--- src/rtl/imem_loader.sv ---
// Boot loader: packs a little-endian byte stream into 32-bit words and writes them to instruction memory.
// Define IMEM_LOADER_CHECKSUM_EN to require a trailing XOR checksum byte before releasing the core.
module imem_loader #(
    parameter int MEM_WORDS = 1024,
    parameter int ADDR_W    = 10
) (
    input  logic              clk,
    input  logic              reset,
    input  logic              start,
    input  logic              byte_valid,
    input  logic [7:0]        byte_data,
    output logic              byte_ready,
    output logic              wr_en,
    output logic [ADDR_W-1:0] wr_addr,
    output logic [31:0]       wr_data,
    output logic              core_hold,
    output logic              done,
    output logic              error,
    output logic [ADDR_W:0]   words_loaded
);

    localparam int CNT_W = ADDR_W + 1;
    localparam logic [15:0] MAX_N = 16'(MEM_WORDS);

`ifdef IMEM_LOADER_CHECKSUM_EN
    typedef enum logic [2:0] {S_IDLE, S_HDR0, S_HDR1, S_DATA, S_WRITE, S_DONE, S_ERR, S_CSUM} state_t;
    logic [7:0]  xor_q;
`else
    typedef enum logic [2:0] {S_IDLE, S_HDR0, S_HDR1, S_DATA, S_WRITE, S_DONE, S_ERR} state_t;
`endif

    state_t            state_q;
    logic              byte_ready_q;
    logic              wr_en_q;
    logic [ADDR_W-1:0] wr_addr_q;
    logic [31:0]       wr_data_q;
    logic              core_hold_q;
    logic              done_q;
    logic              error_q;
    logic [CNT_W-1:0]  words_q;
    logic [1:0]        idx_q;
    logic [15:0]       count_q;
    logic [31:0]       word_q;

    logic              xfer_s;
    logic [15:0]       count_d;
    logic [CNT_W-1:0]  words_d;
    logic [31:0]       word_d;

    assign xfer_s  = byte_valid & byte_ready_q;
    assign count_d = {byte_data, count_q[7:0]};
    assign words_d = words_q + CNT_W'(1);

    // Word being assembled with the current stream byte dropped into its lane.
    always_comb begin
        word_d = word_q;
        case (idx_q)
            2'd0:    word_d[7:0]   = byte_data;
            2'd1:    word_d[15:8]  = byte_data;
            2'd2:    word_d[23:16] = byte_data;
            2'd3:    word_d[31:24] = byte_data;
            default: word_d        = word_q;
        endcase
    end

    // Loader FSM; every output is a register updated on the transition into its state.
    always_ff @(posedge clk or negedge reset) begin
        if (!reset) begin
            state_q      <= S_IDLE;
            byte_ready_q <= 1'b0;
            wr_en_q      <= 1'b0;
            wr_addr_q    <= '0;
            wr_data_q    <= 32'd0;
            core_hold_q  <= 1'b1;
            done_q       <= 1'b0;
            error_q      <= 1'b0;
            words_q      <= '0;
            idx_q        <= 2'd0;
            count_q      <= 16'd0;
            word_q       <= 32'd0;
`ifdef IMEM_LOADER_CHECKSUM_EN
            xor_q        <= 8'd0;
`endif
        end else begin
            wr_en_q <= 1'b0;
            case (state_q)
                S_IDLE, S_DONE, S_ERR: begin
                    if (start) begin
                        state_q      <= S_HDR0;
                        byte_ready_q <= 1'b1;
                        core_hold_q  <= 1'b1;
                        done_q       <= 1'b0;
                        error_q      <= 1'b0;
                        words_q      <= '0;
                        wr_addr_q    <= '0;
                        idx_q        <= 2'd0;
`ifdef IMEM_LOADER_CHECKSUM_EN
                        xor_q        <= 8'd0;
`endif
                    end
                end
                S_HDR0: begin
                    if (xfer_s) begin
                        count_q[7:0] <= byte_data;
                        state_q      <= S_HDR1;
                    end
                end
                S_HDR1: begin
                    if (xfer_s) begin
                        count_q[15:8] <= byte_data;
                        // Rejecting oversize counts here is what keeps wr_addr from wrapping mid-load.
                        if (count_d == 16'd0 || count_d > MAX_N) begin
                            state_q      <= S_ERR;
                            byte_ready_q <= 1'b0;
                            error_q      <= 1'b1;
                        end else begin
                            state_q <= S_DATA;
                        end
                    end
                end
                S_DATA: begin
                    if (xfer_s) begin
                        word_q <= word_d;
                        idx_q  <= idx_q + 2'd1;
`ifdef IMEM_LOADER_CHECKSUM_EN
                        xor_q  <= xor_q ^ byte_data;
`endif
                        if (idx_q == 2'd3) begin
                            state_q      <= S_WRITE;
                            byte_ready_q <= 1'b0;
                            wr_en_q      <= 1'b1;
                            wr_data_q    <= word_d;
                        end
                    end
                end
                S_WRITE: begin
                    wr_addr_q <= wr_addr_q + ADDR_W'(1);
                    words_q   <= words_d;
                    if (16'(words_d) == count_q) begin
`ifdef IMEM_LOADER_CHECKSUM_EN
                        state_q      <= S_CSUM;
                        byte_ready_q <= 1'b1;
`else
                        state_q      <= S_DONE;
                        done_q       <= 1'b1;
                        core_hold_q  <= 1'b0;
`endif
                    end else begin
                        state_q      <= S_DATA;
                        byte_ready_q <= 1'b1;
                    end
                end
`ifdef IMEM_LOADER_CHECKSUM_EN
                S_CSUM: begin
                    if (xfer_s) begin
                        byte_ready_q <= 1'b0;
                        if (byte_data == xor_q) begin
                            state_q     <= S_DONE;
                            done_q      <= 1'b1;
                            core_hold_q <= 1'b0;
                        end else begin
                            state_q <= S_ERR;
                            error_q <= 1'b1;
                        end
                    end
                end
`endif
                default: begin
                    state_q      <= S_IDLE;
                    byte_ready_q <= 1'b0;
                    core_hold_q  <= 1'b1;
                end
            endcase
        end
    end

    assign byte_ready   = byte_ready_q;
    assign wr_en        = wr_en_q;
    assign wr_addr      = wr_addr_q;
    assign wr_data      = wr_data_q;
    assign core_hold    = core_hold_q;
    assign done         = done_q;
    assign error        = error_q;
    assign words_loaded = words_q;

endmodule

--- config.mk ---
export PLATFORM = sky130hd
export DESIGN_NAME = imem_loader
export DESIGN_NICKNAME = d
export VERILOG_FILES = /design/src/rtl/imem_loader.sv
export SDC_FILE = /design/constraint.sdc
export NUM_CORES = 1
export LEC_CHECK = 0
export BUFFER_PORTS_ARGS = -buffer_cell sky130_fd_sc_hd__buf_2
export CAP_MARGIN = 30
export CORE_ASPECT_RATIO = 1.4
export CORE_MARGIN = 2
export CORE_UTILIZATION = 40
export CTS_BUF_LIST = sky130_fd_sc_hd__clkbuf_8
export DETAILED_ROUTE_END_ITERATION = 12
export GPL_TIMING_DRIVEN = 0
export PLACE_DENSITY = 0.65
export SLEW_MARGIN = 20
export SYNTH_ARGS = -nofsm -noshare
export SYNTH_HDL_FRONTEND = slang
export SYNTH_SLANG_ARGS = --single-unit
--- constraint.sdc ---
create_clock -name clk -period 2.7 [get_ports clk]
set_input_delay 0.27 -clock clk [delete_from_list [all_inputs] [get_ports clk]]
set_output_delay 0.27 -clock clk [all_outputs]
set_load 0.1 [all_outputs]
# --- After elaboration in Yosys (flattened, before gate mapping) ---
# Index checks and enable logic that the tools add are counted.
op_classes:
  magnitude_cmp: 1
  eq_ne: 18
  bitwise: 3
  add_sub_neg: 3
  n_reduce_logical: 20
  n_mux: 37
op_table:
  columns: ["op", "n"]
  rows:
  - ["8-bit two-way mux", 4]
  - ["11-bit one-hot mux with 2 select lines", 1]
  - ["3-bit two-way mux", 7]
  - ["10-bit one-hot mux with 2 select lines", 1]
  - ["11-bit by 16-bit equality test with 1-bit output", 1]
  - ["16-bit by 11-bit > comparator with 1-bit output, second input constant", 1]
  - ["16-bit logical NOT", 1]
  - ["2-bit inequality test, second input constant", 8]
  - ["3-bit one-hot mux with 5 select lines", 1]
  - ["1-bit two-way mux", 14]
  - ["3-bit AND reduction", 4]
  - ["11-bit by 1-bit adder with 11-bit output, second input constant", 1]
  - ["11-bit two-way mux", 1]
  - ["10-bit by 1-bit adder with 10-bit output, second input constant", 1]
  - ["10-bit two-way mux", 1]
  - ["3-bit equality test, second input constant", 3]
  - ["2-bit AND reduction", 4]
  - ["7-bit AND reduction", 1]
  - ["3-bit by 2-bit equality test with 1-bit output, second input constant", 2]
  - ["2-bit nonzero test", 3]
  - ["3-bit OR reduction", 2]
  - ["1-bit one-hot mux with 5 select lines", 1]
  - ["5-bit AND reduction", 1]
  - ["2-bit equality test, second input constant", 2]
  - ["other kinds (13)", 16]
word_totals:
  out_inout_bits: 58
  reg_bits: 111
  input_bits: 12
  elab_cells: 95

# --- Depth between registers and ports, before layout ---
# Gate-level depths: netlist of run 1.
logic_depth:
  word_depth: 5
  mapped_depth: 8

# --- Worst setup path before layout of run 1 ---
# Ideal clock, no wire load.
synth_path:
  path_type: "flip-flop to flip-flop"
  from: "register words_q[1] (netlist: words_loaded[1])"
  to: "register byte_ready_q (netlist: byte_ready)"
  synth_period_minus_slack_ns: 2.685
  slack_ns: 0.015
  path_stages_with_launch: 9
  t_arrival_ns: 2.551
  n_path_buf: 1
  setup_ns: 0.134
  path_cell_list: "dfrtp_1 > ha_1 > buf_2 > and3_1 > o22ai_1 > a221oi_2 > nand4_1 > nor4_2 > a21oi_1"
synth_via:
  elab_chain_cells: 4
synth_lines:
  columns: ["element", "line_no", "text"]
  rows:
  - ["from (decl)", "40", "logic [CNT_W-1:0] words_q;"]
  - ["from (signal assigned)", "138", "words_q <= words_d;"]
  - ["11-bit by 1-bit adder with 11-bit output", "52", "assign words_d = words_q + CNT_W'(1);"]
  - ["11-bit by 16-bit equality test with 1-bit output", "139", "if (16'(words_d) == count_q) begin"]
  - ["2-bit inequality test (no line)", null, null]
  - ["7-bit AND reduction (no line)", null, null]
  - ["to (signal assigned)", "70", "byte_ready_q <= 1'b0;"]
  - ["to (signal assigned)", "130", "byte_ready_q <= 1'b0;"]
  - ["to (signal assigned)", "150", "byte_ready_q <= 1'b1;"]
  - ["to (decl)", "33", "logic byte_ready_q;"]
# No other way between the ends.
# A chain may end at the register's enable or synchronous reset.

# --- Final worst setup path of run 1 ---
# Ends and elaborated chain as after synthesis.

==> flow_metrics.env, run 1 <==
export IMPL_status="completed"
export IMPL_cts_sinks=103
export IMPL_p_int_w=0.003033
export IMPL_cts_setup_buffers=0
export IMPL_clk_path_buf_depth=2
export IMPL_cp_start_kind="flip-flop"
export IMPL_crit_required_ns=2.95
export IMPL_start_util=0.4088
export IMPL_slew_headroom=0.5521
export IMPL_slew_viol_final=0
export IMPL_worstHoldStart="byte_data[5]"
export IMPL_r2r_cells=8
export IMPL_total_power_w=0.005249
export IMPL_cp_end_kind="flip-flop"
export IMPL_post_drt_via_cell_ratio=5.374
export IMPL_coreArea_um2=12250
export IMPL_max_cap_viol_count=0
export IMPL_clock_root_buffer="clkbuf_8"
export IMPL_hold_viol=0
export IMPL_setup_viol=0
export IMPL_ios=70
export IMPL_gp_congestion=0.8543
export IMPL_first_global_vias=3868
export IMPL_htreeDepth=3
export IMPL_p_leak_nw=2.705
export IMPL_critical_path_max_stage_delay_ns=0.51
export IMPL_hold_depth=3
export IMPL_synthesis_nets=503
export IMPL_rsz0062_at_grt="no"
export IMPL_finalClockSkew_ns=0.01155
export IMPL_insertion_delay_ns=0.37
export IMPL_placementRows=48
export IMPL_grt_max_degree=65
export IMPL_vias=3832
export IMPL_fin_setup_tns_ns=0
export IMPL_peakVddDrop_mv=0.4955
export IMPL_seq_power_share=0.418
export IMPL_criticalPathCategory="flip-flop to flip-flop"
export IMPL_combPwrFrac=0.401
export IMPL_yosys_warnings=0
export IMPL_synth_avg_cell_area_um2=10.33
export IMPL_period_share=0.9041
export IMPL_final_common_cell="dfrtp_1"
export IMPL_cts_resized_gates=0
export IMPL_cts_buffers=9
export IMPL_synth_async_reset_ratio=1.000
export IMPL_arrival_ns=2.69
export IMPL_layout_common_cells="dfrtp_1, nand2_1, buf_2"
export IMPL_drt_wirelength_per_cell_um=16.50
export IMPL_r2r_start="words_loaded[1]"
export IMPL_crit_chain="ha_1 > buf_2 > and3_1 > a2111oi_0 > a221oi_2 > nand4_1 > nor4_2 > a21oi_1"
export IMPL_cts_tree="yes"
export IMPL_drc_errors=0
export IMPL_min_to="wr_data[29]"
export IMPL_synthesis_area_um2=5009
export IMPL_synth_ff_latch_count=103
export IMPL_r2r_end="byte_ready"
export IMPL_die_area_um2=13440
export IMPL_grtUsageTotal=0.1847
export IMPL_dp_hpwl_mm=8.223
export IMPL_syn2layout_area_growth_pct=14.36
export IMPL_r2r_slack_ns=0.26
export IMPL_synth_top_area_share=0.5096
export IMPL_yosys_most_used_dff="dfrtp_1"
export IMPL_drtAntennaViolNets=0
export IMPL_crit_slowest_cell="dfrtp_1"
export IMPL_tightestPinTransition_ns=0.6719
export IMPL_yosys_top_cells_area="dfrtp_1, mux2_2, nand2_1"
export IMPL_grt_pass1_wl_mm=19.79
export IMPL_synth_area_leader_cell="dfrtp_1"
export IMPL_drive_gt1_frac=0.2398
export IMPL_final_nets=576
export IMPL_seq_area_frac_synth=0.5149
export IMPL_first_pass_iters=4
export IMPL_antenna_cells=0
export IMPL_post_route_min_period_ns=2.441
export IMPL_die_w_um=98.57
export IMPL_grt_overflow_total=0
export IMPL_drt_total_wl_mm=11.77
export IMPL_die_h_um=136.4
export IMPL_power_density_nw_per_um2=916.5
export IMPL_io_buffers=60
export IMPL_synthCells=485
export IMPL_drtIter0Drc=183
export IMPL_switchingPower_w=0.002216
export IMPL_cp_max_fo=9
export IMPL_clk_pin_slew_ns=0.11
export IMPL_synth_distinct_cells=57
export IMPL_fmax_mhz=409.7
export IMPL_swShare=0.4221
export IMPL_antenna_found_initial=0
export IMPL_synth_edff_count=0
export IMPL_hold_class="primary input to flip-flop"
export IMPL_clkPwrFrac=0.181
==> metrics by stage <==
stage / cell area (um^2) / instances / util / hold WS [ns] / worst slack (ns)
finish: 5728 / 713 / 0.4675 / 0.3358 / 0.2590
global route: 5728 / 713 / 0.4675 / 0.3525 / 0.04051
CTS: 5728 / 713 / 0.4675 / 0.3360 / 0.2182
detailed placement: 5530 / 696 / 0.4514 / 0.2097 / 0.2489
global placement: 5497 / 695 / 0.4486 / 0.4582 / 0.2414
floorplan: 5009 / 485 / - / -0.02559 / 0.01550
==> synth_stat cells (all sizes together) (3+ instances only) <==
cell    instances
nand3          11
a31oi           3
xnor2           8
mux2           40
o21ai          56
buf            10
nor2           20
nor2b           4
ha              6
mux2i          24
a21o            3
clkbuf         25
nand4           8
nor3           11
nand2          79
a21oi          10
o31ai           6
nor4            5
xor2           12
inv             8
o22ai           4
dfrtp         102
==> cells by family after synthesis <==
| logic type | after synthesis | synth area share |
|---|---|---|
| AO/OA/AOI/OAI | 99 | 0.1177 |
| XOR/XNOR | 20 | 0.03497 |
| adder cells (fa/ha/maj) | 7 | 0.01699 |
| buffers and inverters | 44 | 0.03847 |
| flip-flops | 103 | 0.5149 |
| multiplexers | 64 | 0.1379 |
| AND/OR/NAND/NOR | 148 | 0.1391 |
==> critical path, delay by kind of cell, from the launching register on <==
kind / cells / cell delay, ns
flops: 1 / 0.51
fa+ha+maj: 1 / 0.20
compound gates: 3 / 0.47
simple gates: 3 / 0.93
buf+inv: 1 / 0.21
==> metal layers <==
metal | GRT usage | part of all wire | vias to the layer above
li1 | - | - | 1843
met1 | 0.2314 | 0.43 | 1866
met2 | 0.3171 | 0.51 | 102
met3 | 0.03907 | 0.048 | 21
met4 | 0.06317 | 0.019 | 0
met5 | 0 | 0 | -
==> power by group through the flow <==
stage	registers [W]	logic [W]	clock network, W
global placement	0.00220	0.00204	0
floorplan	0.00259	0.00125	0
global route	0.00225	0.00230	0.00103
detailed placement	0.00222	0.00210	0
CTS	0.00219	0.00211	0.000972
finish	0.00219	0.00211	0.000951
==> final cells by class <==
class | instances | area [um^2]
clock inverter | 6 | 50.05
multi-input combinational | 338 | 2237
timing repair buffer | 62 | 344.1
fill | 1208 | 6524
inverter | 9 | 33.78
clock buffer | 10 | 137.6
buffer | 35 | 158.9
sequential | 103 | 2579
tap | 150 | 187.7
==> sequential cells by signal, indices dropped and copies added, names as in the netlist <==
| name | count |
|---|---|
| done | 1 |
| wr_en | 1 |
| state_q | 3 |
| word_q | 24 |
| byte_ready | 1 |
| wr_addr | 10 |
| core_hold | 1 |
| words_loaded | 11 |
| idx_q | 2 |
| wr_data | 32 |
| error | 1 |
| count_q | 16 |
==> how the worst max path moves through the flow <==
stage | startpoint | to | slack [ns]
floorplan | words_loaded[1] | byte_ready | 0.02
global placement | reset | wr_data[27] | 0.24
detailed placement | words_loaded[1] | byte_ready | 0.25
CTS | words_loaded[1] | byte_ready | 0.22
global route | words_loaded[1] | byte_ready | 0.04
finish | words_loaded[1] | byte_ready | 0.26
==> what timing repair did <==
| action | 4_1_cts | 5_1_grt |
|---|---|---|
| hold endpoints to repair | 38 | 0 |
| setup endpoints to repair | 0 | 0 |
| hold buffers | 1 | 0 |
(Power assumes the default switching activity.)
==> inputs of run 2 (changes only) <==
Settings changed: CTS_BUF_LIST sky130_fd_sc_hd__clkbuf_8 to default.
==> flow_metrics.env, run 2 (same netlist as run 1, synthesis figures left out) <==
export IMPL_tightestPinTransition_ns=0.6678
export IMPL_final_common_cell="dfrtp_1"
export IMPL_drive_gt1_frac=0.2398
export IMPL_antenna_found_initial=0
export IMPL_final_nets=576
export IMPL_htreeDepth=3
export IMPL_p_leak_nw=2.751
export IMPL_clk_pin_slew_ns=0.08
export IMPL_drtIter0Drc=180
export IMPL_crit_required_ns=2.91
export IMPL_min_to="wr_data[29]"
export IMPL_die_h_um=136.4
export IMPL_period_share=0.9518
export IMPL_criticalPathCategory="flip-flop to flip-flop"
export IMPL_ios=70
export IMPL_drc_errors=0
export IMPL_drt_total_wl_mm=11.91
export IMPL_worstHoldStart="byte_data[5]"
export IMPL_vias=3878
export IMPL_r2r_start="words_loaded[1]"
export IMPL_critical_path_max_stage_delay_ns=0.53
export IMPL_max_cap_viol_count=0
export IMPL_clock_root_buffer="clkbuf_16"
export IMPL_r2r_slack_ns=0.13
export IMPL_holdWs_ns=0.3652
export IMPL_cts_tree="yes"
export IMPL_post_drt_via_cell_ratio=5.439
export IMPL_coreArea_um2=12250
export IMPL_drtAntennaViolNets=0
export IMPL_fin_ws_ns=0.1302
export IMPL_cts_buffers=9
export IMPL_dp_hpwl_mm=8.223
export IMPL_finalClockSkew_ns=0.009051
export IMPL_cp_start_kind="flip-flop"
export IMPL_rsz0062_at_grt="no"
export IMPL_cts_resized_gates=0
export IMPL_grt_max_degree=65
export IMPL_drt_wirelength_per_cell_um=16.71
export IMPL_grt_overflow_total=0
export IMPL_slew_headroom=0.5524
export IMPL_gp_congestion=0.8543
export IMPL_hold_class="primary input to flip-flop"
export IMPL_cp_max_fo=9
export IMPL_total_power_w=0.005578
export IMPL_first_global_vias=3868
export IMPL_layout_common_cells="dfrtp_1, nand2_1, buf_2"
export IMPL_first_pass_iters=4
export IMPL_hold_viol=0
export IMPL_largest_register_ff_count=32
export IMPL_crit_slowest_cell="nor4_2"
export IMPL_io_buffers=60
export IMPL_start_util=0.4088
export IMPL_die_w_um=98.57
export IMPL_r2r_cells=8
export IMPL_syn2layout_area_growth_pct=16.39
export IMPL_r2r_end="byte_ready"
export IMPL_die_area_um2=13440
export IMPL_cp_end_kind="flip-flop"
export IMPL_slew_viol_final=0
export IMPL_grt_pass1_wl_mm=19.93
export IMPL_post_route_min_period_ns=2.570
export IMPL_crit_chain="ha_1 > buf_2 > and3_1 > o22ai_1 > a221oi_2 > nand4_1 > nor4_2 > a21oi_1"
export IMPL_hold_depth=3
export IMPL_place_ws_ns=0.2489
export IMPL_fmax_mhz=389.1
export IMPL_status="completed"
export IMPL_insertion_delay_ns=0.35
export IMPL_power_density_nw_per_um2=956.9
export IMPL_clk_path_buf_depth=2
export IMPL_grtUsageTotal=0.1873
export IMPL_fin_setup_tns_ns=0
export IMPL_peakVddDrop_mv=0.4113
export IMPL_arrival_ns=2.78
export IMPL_cts_sinks=103
export IMPL_placementRows=48
export IMPL_setup_viol=0
export IMPL_antenna_cells=0
run 2: worst max path at each step:
stage	from	end	slack (ns)	cells after the start
4_1_cts	words_loaded[1]	byte_ready	0.16	8
2_1_floorplan	words_loaded[1]	byte_ready	0.02	8
3_5_place_dp	words_loaded[1]	byte_ready	0.25	8
3_3_place_gp	reset	wr_data[27]	0.24	1
5_1_grt	words_loaded[1]	byte_ready	0.00008	8
6_report	words_loaded[1]	byte_ready	0.13	8
run 2: metal layers:
layer  global-route usage  up-vias  wire length (um)
li1                     -     1844                 -
met3              0.04267       13               602
met5                    0        -                 0
met4              0.06164        0               171
met1               0.2338     1901              5018
met2               0.3216      120              6121
run 2: what timing repair did:
item / 4_1_cts / 5_1_grt
endpoints found under the hold margin: 38 / 0
hold buffers: 1 / 0
setup buffers: 0 / 0
run 2: area by class of cell:
class                   instances  area, um^2
flip-flops and latches        103        2579
inverters                       9       33.78
plain buffers                  35       158.9
well taps                     150       187.7
clock inverters                 6       50.05
multi-input cells             338        2237
repair buffers                 62       344.1
clock buffers                  10       239.0
fillers                      1196        6422
run 2: where the power goes:
part	leakage (nW)	switching, W	total [W]	internal, W
Clock	0.136	0.000611	0.00127	0.000663
Sequential	1.37	0.000280	0.00220	0.00192
Combinational	1.24	0.00136	0.00211	0.000747
run 2: critical path, delay by kind of cell, from the launching register on:
kind	cells	cell delay, ns
flops	1	0.51
fa+ha+maj	1	0.20
compound gates	3	0.50
buf+inv	1	0.21
simple gates	3	1.00
run 2: metrics by stage:
stage               cell area [um^2]  cells    util
finish                          5829    713  0.4758
global route                    5829    713  0.4758
CTS                             5829    713  0.4758
detailed placement              5530    696  0.4514
global placement                5497    695  0.4486
floorplan                       5009    485       -
==> inputs of run 3 (changes only) <==
Settings changed: BUFFER_PORTS_ARGS -buffer_cell sky130_fd_sc_hd__buf_2 to default, CORE_UTILIZATION 40 to 45, DONT_BUFFER_PORTS from default to 1, PLACE_DENSITY 0.65 to 0.66, TNS_END_PERCENT from default to 30.
==> flow_metrics.env, run 3 (same netlist as run 1, synthesis figures left out) <==
export IMPL_gp_congestion=0.8847
export IMPL_r2r_cells=8
export IMPL_drtIter0Drc=111
export IMPL_cts_tree="yes"
export IMPL_crit_slowest_cell="dfrtp_4"
export IMPL_cp_end_kind="flip-flop"
export IMPL_setup_viol=0
export IMPL_finalClockSkew_ns=0.005667
export IMPL_crit_chain="ha_1 > buf_2 > and3_1 > a2111oi_0 > a221oi_2 > nand4_1 > nor4_4 > a21o_1"
export IMPL_hold_viol=0
export IMPL_drt_total_wl_mm=11.72
export IMPL_final_cell_area_um2=5733
export IMPL_largest_register_ff_count=32
export IMPL_io_buffers=0
export IMPL_placementRows=45
export IMPL_dp_hpwl_mm=7.988
export IMPL_grt_max_degree=104
export IMPL_clk_pin_slew_ns=0.07
export IMPL_post_route_min_period_ns=2.493
export IMPL_die_h_um=128.8
export IMPL_first_pass_iters=5
export IMPL_final_common_cell="dfrtp_1"
export IMPL_cts_sinks=103
export IMPL_start_util=0.4609
export IMPL_layout_common_cells="dfrtp_1, nand2_1, o21ai_0"
export IMPL_vias=3763
export IMPL_path_buf_inv=1
export IMPL_crit_family="compound AO/OA/AOI/OAI gates"
export IMPL_critical_path_max_stage_delay_ns=0.63
export IMPL_drt_wirelength_per_cell_um=17.93
export IMPL_cts_buffers=9
export IMPL_dpl_cell_area_um2=5255
export IMPL_drc_errors=0
export IMPL_status="completed"
export IMPL_hold_class="primary input to flip-flop"
export IMPL_antenna_found_initial=0
export IMPL_post_drt_via_cell_ratio=5.754
export IMPL_first_global_vias=3720
export IMPL_fill_cells=958
export IMPL_cp_start_kind="flip-flop"
export IMPL_cp_num_cells=8
export IMPL_hold_depth=3
export IMPL_tightestPinTransition_ns=1.015
export IMPL_htreeDepth=3
export IMPL_fin_setup_tns_ns=0
export IMPL_fmax_mhz=401.1
export IMPL_power_density_nw_per_um2=975.8
export IMPL_grt_pass1_wl_mm=18.64
export IMPL_criticalPathCategory="flip-flop to flip-flop"
export IMPL_max_cap_viol_count=0
export IMPL_ios=70
export IMPL_peakVddDrop_mv=0.4783
export IMPL_slew_viol_final=0
export IMPL_antenna_cells=0
export IMPL_drive_gt1_frac=0.1774
export IMPL_rsz0062_at_grt="no"
export IMPL_period_share=0.9234
export IMPL_p_leak_nw=2.496
export IMPL_syn2layout_area_growth_pct=14.46
export IMPL_clock_root_buffer="clkbuf_16"
export IMPL_grtUsageTotal=0.1992
export IMPL_grt_overflow_total=0
export IMPL_slew_headroom=0.3234
export IMPL_die_area_um2=12000
export IMPL_insertion_delay_ns=0.35
export IMPL_arrival_ns=2.73
export IMPL_coreArea_um2=10870
export IMPL_final_nets=526
export IMPL_drtAntennaViolNets=0
export IMPL_cp_max_fo=9
export IMPL_die_w_um=93.17
export IMPL_clk_path_buf_depth=2
export IMPL_crit_required_ns=2.94
## run 3: cell type report
class,instances,area [um^2],share of cell area
Sequential cell,103,2601,0.4537
Tap cell,141,176.4,0.03077
Buffer,35,158.9,0.02772
Clock inverter,5,41.29,0.007202
Timing Repair Buffer,12,214.0,0.03732
Clock buffer,11,252.7,0.04409
Inverter,9,33.78,0.005893
Multi-Input combinational cell,338,2255,0.3933
## run 3: stage by stage
| step | total power, W | hold slack (ns) | utilization | std cells | setup slack [ns] |
|---|---|---|---|---|---|
| finish | 0.005594 | 0.3466 | 0.5276 | 654 | 0.2067 |
| CTS | 0.005573 | 0.3500 | 0.5159 | 648 | 0.008076 |
| global placement | 0.004150 | -0.02330 | 0.4771 | 626 | -0.4116 |
| floorplan | 0.003848 | -0.02559 | - | 485 | 0.01550 |
| detailed placement | 0.004261 | -0.02363 | 0.4836 | 630 | -0.4043 |
| global route | 0.005895 | 0.3865 | 0.5276 | 654 | 0.08829 |
## run 3: final timing paths
kind                                      start         endpoint  slack (ns)
worst min register to register       word_q[15]       word_q[15]        0.51
worst min-delay path               byte_data[4]      wr_data[28]        0.35
min in group asynchronous                 reset       wr_addr[9]        0.50
worst max register to register  words_loaded[0]             done        0.21
max in group asynchronous                 reset  words_loaded[0]        1.76
worst max-delay path            words_loaded[0]             done        0.21
## run 3: per-layer routing
| layer | up-vias | GRT usage | wire, um |
|---|---|---|---|
| met4 | 0 | 0.09170 | 286 |
| met5 | - | 0 | 0 |
| met1 | 1871 | 0.2347 | 4810 |
| met2 | 116 | 0.3448 | 5999 |
| li1 | 1754 | - | - |
| met3 | 22 | 0.04567 | 627 |
## run 3: tightest hold or removal path, delay by kind of cell
kind / cells / cell delay, ns
buffers and inverters: 1 / 0.22
and+or+nand+nor: 2 / 0.17
## run 3: what timing repair did
action                                  in CTS  in global routing
hold buffers                                 2                  0
pin swaps                                    0                  1
endpoints found under the hold margin      103                  0
gates cloned                                 0                  0
endpoints found under the setup margin      62                 31
resized for setup                           12                  3
setup buffers                                0                  0
## run 3: power breakdown
group | switching (W) | internal, W | total (W)
Sequential | 0.000704 | 0.00192 | 0.00262
Clock | 0.000588 | 0.000682 | 0.00127
Combinational | 0.000950 | 0.000752 | 0.00170
Total | 0.00224 | 0.00335 | 0.00559
